`src/rtl/pipeline_ctrl.sv`:
```
// Pipeline hazard controller.
// Merges per-stage stall requests into a per-stage hold vector, issues a flush
// on branch mispredict (deferring it while EX/MEM hold the pipe), counts
// stalled cycles and freezes the pipe if a stall persists too long.
//
// Ports:
//   clk          - clock, all state updates on rising edge
//   rst          - synchronous active-high reset
//   stallreq_id  - ID load-use hazard stall request
//   stallreq_ex  - EX multi-cycle busy stall request
//   stallreq_mem - MEM data wait stall request
//   mispredict   - single-cycle branch mispredict pulse from EX
//   stall[5:0]   - per-stage hold: [0]=PC [1]=IF/ID [2]=ID/EX [3]=EX/MEM [4]=MEM/WB [5]=WB
//   flush        - squash IF/ID and ID/EX this cycle
//   timeout      - stall watchdog fired, pipeline frozen until reset
//   stall_cycles - saturating count of cycles with stall != 0
//   state        - FSM state (0=RUN 1=STALL 2=PEND 3=FAULT)
module pipeline_ctrl #(
  parameter int unsigned WDOG_LIMIT = 255
) (
  input  logic        clk,
  input  logic        rst,
  input  logic        stallreq_id,
  input  logic        stallreq_ex,
  input  logic        stallreq_mem,
  input  logic        mispredict,
  output logic [5:0]  stall,
  output logic        flush,
  output logic        timeout,
  output logic [31:0] stall_cycles,
  output logic [1:0]  state
);

  typedef enum logic [1:0] {
    StRun   = 2'd0,
    StStall = 2'd1,
    StPend  = 2'd2,
    StFault = 2'd3
  } state_e;

  localparam logic [31:0] CntMax = 32'hFFFF_FFFF;

  state_e      state_q, state_d;
  logic [31:0] consec_q, consec_d;
  logic [31:0] cycles_q, cycles_d;
  logic        hold;
  logic [5:0]  stall_req;
  logic        stall_nz;
  logic        fault_hit;

  // Stall vector, flush and counter next-state
  always_comb begin
    hold      = stallreq_ex | stallreq_mem;
    stall_req = 6'b000000;
    if (stallreq_mem) begin
      stall_req = 6'b011111;
    end else if (stallreq_ex) begin
      stall_req = 6'b001111;
    end else if (stallreq_id) begin
      stall_req = 6'b000111;
    end

    // A deferred (PEND) flush fires on the first cycle EX/MEM stop holding.
    flush = ~rst & (mispredict | (state_q == StPend)) & ~hold & (state_q != StFault);

    stall = stall_req;
    if (rst) begin
      stall = 6'b000000;
    end else if (state_q == StFault) begin
      stall = 6'b111111;
    end else if (flush) begin
      // The load-use instruction requesting the ID stall is being squashed.
      stall = 6'b000000;
    end

    stall_nz = |stall;

    consec_d = 32'd0;
    cycles_d = cycles_q;
    if (stall_nz) begin
      consec_d = (consec_q == CntMax) ? consec_q : consec_q + 32'd1;
      cycles_d = (cycles_q == CntMax) ? cycles_q : cycles_q + 32'd1;
    end

    fault_hit = stall_nz & (consec_d >= WDOG_LIMIT);
  end

  // FSM next-state
  always_comb begin
    state_d = state_q;
    if (state_q == StFault) begin
      state_d = StFault;
    end else if (fault_hit) begin
      state_d = StFault;
    end else begin
      unique case (state_q)
        StPend: begin
          // Further mispredicts while pending merge into the single deferred flush.
          if (flush) begin
            state_d = StRun;
          end
        end
        StRun, StStall: begin
          if (mispredict & hold) begin
            state_d = StPend;
          end else if (stall_nz) begin
            state_d = StStall;
          end else begin
            state_d = StRun;
          end
        end
        default: state_d = state_q;
      endcase
    end
  end

  always_ff @(posedge clk) begin
    if (rst) begin
      state_q  <= StRun;
      consec_q <= 32'd0;
      cycles_q <= 32'd0;
    end else begin
      state_q  <= state_d;
      consec_q <= consec_d;
      cycles_q <= cycles_d;
    end
  end

  assign timeout      = (state_q == StFault);
  assign stall_cycles = cycles_q;
  assign state        = state_q;

endmodule

```
`config.mk`:
```
export PLATFORM = sky130hd
export DESIGN_NAME = pipeline_ctrl
export DESIGN_NICKNAME = d
export VERILOG_FILES = /design/src/rtl/pipeline_ctrl.sv
export SDC_FILE = /design/constraint.sdc
export NUM_CORES = 1
export LEC_CHECK = 0
export ABC_AREA = 1
export CORE_MARGIN = 10
export CORE_UTILIZATION = 35
export DETAILED_ROUTE_END_ITERATION = 10
export PLACE_DENSITY = 0.6
export SLEW_MARGIN = 0
export SYNTH_ARGS = -nofsm -noshare
export SYNTH_HDL_FRONTEND = slang
export SYNTH_SLANG_ARGS = --single-unit
```
`constraint.sdc`:
```
create_clock -name clk -period 5.1 [get_ports clk]
set_clock_uncertainty 0.2 [all_clocks]
set_input_delay 1.02 -clock clk [delete_from_list [all_inputs] [get_ports clk]]
set_output_delay 1.02 -clock clk [all_outputs]
set_load 0.02 [all_outputs]
```
* After elaboration in Yosys (flattened, before gate mapping)
Cells that the tools add are included.
** Storage, ports and cells
- Bits in registers :: 66
- Bits of input ports :: 6
- Output and inout bits :: 42
** Cells by class
- $add $sub $neg :: 2
- Order comparisons :: 1
- Equality and inequality tests :: 7
- Multiplexer cells :: 14
- Bitwise operators :: 10
- Reduce and logical (&&, ||, !) cells :: 6
** Operators by type and width (count)
- $add 32x1->32 const B :: 2
- $eq 32x32->1 const B :: 2
- $mux 32 :: 2
- $ge 32x8->1 const B :: 1
- $mux 6 :: 3
- $mux 2 :: 4
- $reduce_or 6->1 :: 1
- $and 1x1->1 :: 5
- $mux 5 :: 1
- $eq 2x2->1 const B :: 2
- $mux 4 :: 1
- $ne 4x4->1 const B :: 1
- $pmux 2 s2 :: 1
- $reduce_and 2->1 :: 2
- $reduce_bool 4->1 :: 1
- $mux 3 :: 1
- $not 1->1 :: 3
- $eq 2x1->1 const B :: 1
- $logic_not 2->1 :: 1
- $ne 2x2->1 const B :: 1
- $or 1x1->1 :: 2
- $reduce_or 2->1 :: 1
- $mux 1 :: 1

* Logic depth before layout (Yosys ltp)
Gate-level depths: netlist of run 1.
- Depth after elaboration :: 14
- Mapped depth :: 14

* Worst setup path after synthesis of run 1
OpenSTA, ideal clock, no wires.
- Path kind :: input to output
- Start :: input port rst
- End :: output port stall[1]
- Data arrival time :: 2035 ps
- Required time :: 3880 ps
- Slack :: 1845 ps
- Stages on the path :: 7
- Buffers on the path :: 4
- Cells stage by stage :: inv_1 > buf_2 > nand3_1 > nand2_1 > buf_2 > buf_2 > buf_4
** On the way
- Word-level cells in the longest chain between the ends :: 7
** Ends and longest elaborated chain
- start, declared :: RTL line 22 : input logic rst,
- $not 1->1 :: RTL line 64 : flush = ~rst & (mispredict | (state_q == StPend)) & ~hold & (state_q != StFault);
- $and 1x1->1 (3 in series) :: RTL line 64
- $mux 6 :: RTL line 71 : end else if (flush) begin
- $mux 6 :: RTL line 69 : end else if (state_q == StFault) begin
- $mux 6 * :: RTL line 67 : if (rst) begin
- end, declared :: RTL line 27 : output logic [5:0] stall,
Mark *: on every way between the ends. The rest lies on a longest branch, timed or not.

* Worst setup path after layout of run 1
Ends and elaborated chain as after synthesis.

==> results of run 1 <==
[cells by family (layout without fill, tap and decap cells)]
kind of cell               after synthesis  after routing
xor gates and xnor gates                29             29
adders and majority gates                2              2
AOI/OAI and AO/OA                       54             54
and+or+nand+nor                        439            439
buffers and inverters                  110            161
DFF                                     66             66
[tightest hold or removal path, delay by kind of cell, from the launching register on]
kind / cells / cell delay (ps)
AND/OR/NAND/NOR: 1 / 60
AO/OA/AOI/OAI: 1 / 60
flip-flops: 1 / 320
[worst max path at each step]
stage,startpoint,to,slack [ps],cells past startpoint
floorplan,rst,stall[1],1850,7
global placement,rst,stall[1],1100,5
detailed placement,rst,stall[0],1060,5
CTS,rst,stall[1],1050,5
global route,rst,stall[0],980,5
finish,rst,stall[1],1080,5
[state kept, by name, indices dropped and copies added (netlist names)]
register / cells
consec_q: 32
state: 2
stall_cycles: 32
[power breakdown]
group | internal (mW) | switching [mW] | leakage [nW]
Combinational | 0.0281 | 0.0540 | 1.46
Clock | 0.402 | 0.232 | 0.151
Sequential | 0.522 | 0.00810 | 0.533
[per-stage QoR]
stage | hold WS (ps) | cell area, sq um
3_3_place_gp | 277.8 | 4813
6_report | 291.6 | 5119
5_1_grt | 318.1 | 5119
3_5_place_dp | 286.1 | 4813
2_1_floorplan | 302.9 | 4218
4_1_cts | 296.5 | 5119
[final cells by class]
cell class,count,share of cell area (%)
Timing Repair Buffer,52,9.924
Multi-Input combinational cell,524,47.89
Clock buffer,11,4.938
Tap cell,147,3.593
Clock inverter,5,1.027
Inverter,93,6.820
Sequential cell,66,25.81
[layer usage]
layer	wire length (um)	global-route usage [%]
met1	5455	17.39
met2	6056	26.28
met3	698	4.260
met4	322	6.746
met5	0	0
[cell usage after synthesis (2+ instances only)]
library cell | count | area share (%)
dfxtp_1 | 66 | 31
nand2_4 | 2 | 0.53
xor2_1 | 25 | 5.2
inv_2 | 3 | 0.27
and3_1 | 2 | 0.30
xnor2_1 | 4 | 0.83
buf_6 | 2 | 0.53
buf_4 | 3 | 0.53
nand2_1 | 238 | 21
inv_1 | 90 | 8.0
nor4_1 | 7 | 1.0
clkbuf_1 | 4 | 0.36
nand2_2 | 3 | 0.45
buf_2 | 8 | 0.95
nand3_1 | 53 | 6.3
o21ai_0 | 17 | 2.0
nor3_1 | 14 | 1.7
nand4_1 | 10 | 1.5
ha_1 | 2 | 0.59
a21oi_4 | 2 | 0.77
nor2_4 | 3 | 0.80
nand3b_1 | 2 | 0.36
nor2_2 | 4 | 0.59
a21oi_1 | 34 | 4.0
nor2_1 | 96 | 8.5
==> flow_summary.yaml, run 1 <==
global_route:
  antenna_found_initial: 0
  grt_max_degree: 30
  gr-total-overflow: 0
  track_usage_pct: 15.31
  grt_pass1_wl_um: 20480
  grt_pass1_vias: 4258
clock_tree:
  insertion_delay_ps: 340
  h-tree-depth: 3
  cts_tree: "yes"
  cts-resized-gates: 0
  cts_hold_buf: 0
  cts-root-buf: "clkbuf_16"
  cts_buffers: 9
  cts.sinks: 66
  postCtsSetupRepairBufs: 0
  cts_max_path_buffers: 2
  clkTransAtPathRegs_ps: 50
synthesis:
  synth-compound-area-share_pct: 7.001
  syn_nets: 708
  synth-edff-count: 0
  yosysUniqueCellTypes: 31
  syn_inst: 700
  synth_top_family_by_area: "simple AND/OR/NAND/NOR gates"
  synth_fa_ha_area_share_pct: 0.5933
  yosys.area_share.simple_pct: 44.41
  avgSynthCellArea_sq_um: 6.025
  synth-xor-area-share_pct: 6.022
  ys_warn_count: 0
  ys.flop_type: "dfxtp_1"
  ys_seq_area_share_pct: 31.33
  ys_ff_latch: 66
  synthMuxAreaShare_pct: 0
  postSynth.asyncResetShare_pct: 0
  synth_area_sq_um: 4218
sta:
  fin_ws_ps: 1083
  tightestPinTransition_ps: 948.5
  setup_violations: 0
  maxSlewViolCount: 0
  slew_headroom_pct: 36.61
  fmax_ghz: 0.2490
  fin_crit_ps: 4017
  finalHoldViolations: 0
  fin_setup_tns_ps: 0
  fin_crit_sh_pct: 78.76
  rsz0062_at_grt: "false"
drt:
  drtIter0Drc: 255
  wirelength_um: 12530
  drtPass1Iterations: 6
  vias: 4391
  antenna_left: 0
  wl_per_cell_um: 13.96
  via_per_inst: 4.890
  drc: 0
die:
  rows: 40
  die_h_um: 129.8
  core_sq_um: 11910
  start_util_pct: 35.41
  ioPinCount: 48
  fp.dieW_um: 129.8
  dieArea_sq_um: 16840
status:
  status: "complete, no violations"
setup_path:
  startpoint_type: "input pin"
  r2r-end: "stall_cycles[4]$_SDFFE_PP0P_"
  r2r_slack_ps: 2360
  end_kind: "output port"
  crit_buf_inv: 3
  path_cells: "clkdlybuf4s50_1, inv_1, nand2_1, nand2_1, clkdlybuf4s50_1"
  critPathArrivalTime_ps: 2800
  r2r-start: "stall_cycles[1]$_SDFFE_PP0P_"
  rr_worst_depth: 9
  cp_top_family: "buffers and inverters"
  critPathRequiredTime_ps: 3880
  cp_slowest_cell: "clkdlybuf4s50_1"
  worstSetupPathType: "in2out"
  crit_fanout: 11
  cpPeakStageDelay_ps: 680
cells_and_area:
  fin_cells: 898
  ff_latch_area_sq_um: 1321
  fillerInstances: 1303
  post-route-util_pct: 42.97
  syn_to_final_growth_pct: 21.36
  antenna-diode-count: 0
  multiInputGateArea_sq_um: 2451
  layout_commonest_cell: "nand2_1"
  drive_gt1_share_pct: 5.593
  nNetsFinal: 754
  most-common-layout-cells: "238 x nand2_1, 96 x nor2_1, 90 x inv_1"
job:
  maxCapViolCount: 0
power_and_ir_drop:
  irDropWorstVdd_mv: 0.1647
  powerDensity_nw_per_um2: 243.4
  total_power_mw: 1.246
  leakage_nw: 2.140
min_path:
  min_path_type: "reg2reg"
  hp-start: "stall_cycles[31]$_SDFFE_PP0P_"
  worstHoldEndpoint: "stall_cycles[31]$_SDFFE_PP0P_"
  min_path_cells: 2
placed_design:
  portBuffers: 47
  preCtsSetupSlack_ps: 1056
  globalplace.congestion: 0.9385
  dpl.cell_count: 882
  dp_hpwl_um: 9641
No activity file was read; power rests on OpenSTA's default activity.
==> inputs of run 2 (changes only) <==
- PLACE_DENSITY: 0.6 -> 0.62
- clock period: 5.1 -> 3.4 ns (I/O delays scaled with it)
==> run 2 against run 1 <==
Effect of this change: via count up 1.9%; critical endpoint is now stall[0]; largest cell class unchanged; global-route usage up 0.60 points; sequential cell count unchanged.
==> flow_summary.yaml, run 2 (synthesis results as in run 1) <==
drt:
  drtIter0Drc: 256
  drc: 0
  drtPass1Iterations: 5
  antenna_left: 0
  via_per_inst: 4.959
  vias: 4473
  wirelength_um: 13060
  wl_per_cell_um: 14.47
min_path:
  min_path_type: "reg2reg"
  hp-start: "stall_cycles[26]$_SDFFE_PP0P_"
  min_path_cells: 2
  worstHoldEndpoint: "stall_cycles[26]$_SDFFE_PP0P_"
setup_path:
  critPathRequiredTime_ps: 2520
  r2r-end: "state[1]$_SDFFE_PP0P_"
  path_cells: "clkdlybuf4s50_1, nor2_1, nand2_1, nand2_1, nand2_1, buf_4, clkdlybuf4s50_1"
  rr_worst_depth: 13
  r2r-start: "consec_q[0]$_SDFF_PP0_"
  cp_top_family: "buffers and inverters"
  cpPeakStageDelay_ps: 620
  cp_common_cell: "nand2_1"
  cp_slowest_cell: "clkdlybuf4s50_1"
  critPathArrivalTime_ps: 2350
  end_kind: "output port"
  startpoint_type: "input pin"
  crit_buf_inv: 3
  r2r_slack_ps: 800
  crit_fanout: 5
  worstSetupPathType: "in2out"
clock_tree:
  clkTransAtPathRegs_ps: 60
  cts_tree: "yes"
  cts_hold_buf: 0
  h-tree-depth: 3
  insertion_delay_ps: 340
  cts-resized-gates: 0
  cts_max_path_buffers: 2
  postCtsSetupRepairBufs: 0
  cts_buffers: 9
  cts.sinks: 66
  cts-root-buf: "clkbuf_16"
cells_and_area:
  fillerInstances: 1286
  syn_to_final_growth_pct: 22.19
  drive_gt1_share_pct: 5.828
  antenna-diode-count: 0
  most-common-layout-cells: "238 x nand2_1, 96 x nor2_1, 90 x inv_1"
  layout_commonest_cell: "nand2_1"
  nNetsFinal: 758
die:
  die_h_um: 129.8
  ioPinCount: 48
  dieArea_sq_um: 16840
  core_sq_um: 11910
  start_util_pct: 35.41
  fp.dieW_um: 129.8
  rows: 40
power_and_ir_drop:
  irDropWorstVdd_mv: 0.1977
  leakage_nw: 2.155
  total_power_mw: 1.879
  powerDensity_nw_per_um2: 364.5
sta:
  finalHoldViolations: 0
  setup_violations: 0
  fin_setup_tns_ps: 0
  slew_headroom_pct: 72.61
  fin_crit_ps: 3227
  fmax_ghz: 0.3098
  fin_crit_sh_pct: 94.92
  maxSlewViolCount: 0
  rsz0062_at_grt: "false"
  fin_ws_ps: 172.6
  tightestPinTransition_ps: 407.1
global_route:
  grt_pass1_wl_um: 21310
  antenna_found_initial: 0
  grt_pass1_vias: 4294
  track_usage_pct: 15.90
  grt_max_degree: 30
  gr-total-overflow: 0
placed_design:
  globalplace.congestion: 0.9480
  dp_hpwl_um: 10070
  preCtsSetupSlack_ps: 161.5
  portBuffers: 47
status:
  status: "complete, no violations"
job:
  maxCapViolCount: 0
run 2: how the worst max path moves through the flow:
stage	start	to	slack (ps)	cells past startpoint
2_1_floorplan	rst	stall[1]	830	7
4_1_cts	stallreq_mem	stall[0]	160	7
3_3_place_gp	stallreq_mem	stall[0]	170	7
3_5_place_dp	stallreq_mem	stall[0]	160	7
5_1_grt	stallreq_mem	stall[0]	110	7
6_report	stallreq_mem	stall[0]	170	7
run 2: cell type report:
| class | count | area (sq um) | area share (%) |
|---|---|---|---|
| flip-flops and latches | 66 | 1321 | 25.64 |
| clock inverters | 4 | 51.30 | 0.9954 |
| multi-input cells | 524 | 2451 | 47.56 |
| repair buffers | 56 | 550.5 | 10.68 |
| clock buffers | 12 | 246.5 | 4.783 |
| inverters | 93 | 349.1 | 6.773 |
| well taps | 147 | 183.9 | 3.569 |
run 2: through the flow:
step	hold slack (ps)	util, %	cells	instance area, sq um
final	297.4	43.27	902	5154
after global routing	304.1	43.27	902	5154
after CTS	295.4	43.27	902	5154
after detailed placement	286.9	40.77	886	4856
after global placement	282.3	40.77	886	4856
after floorplan	302.9	-	700	4218
run 2: layer usage:
metal / global-route usage [%] / wire [um] / vias up
li1: - / - / 2285
met2: 24.12 / 5708 / 112
met5: 0 / 0 / -
met3: 3.773 / 820 / 19
met1: 21.05 / 6298 / 2057
met4: 6.944 / 228 / 0
run 2: worst reg2reg max path: stages, from the launching register on:
cell and delay [ps]:
dfxtp_1 470, ha_1 380, inv_2 80, nor2_4 180
nand2_4 110, nor2_8 190, nand2_4 250, nand2_1 130
nand2_1 70, nor2_1 120, nand3_1 90, nor2_1 130
nor2_1 70, nand3_1 70
run 2: report_power, final:
group / total (mW) / switching [mW] / internal (mW)
registers: 0.795 / 0.0126 / 0.782
logic: 0.134 / 0.0845 / 0.0492
clock network: 0.950 / 0.362 / 0.588
total: 1.88 / 0.459 / 1.42
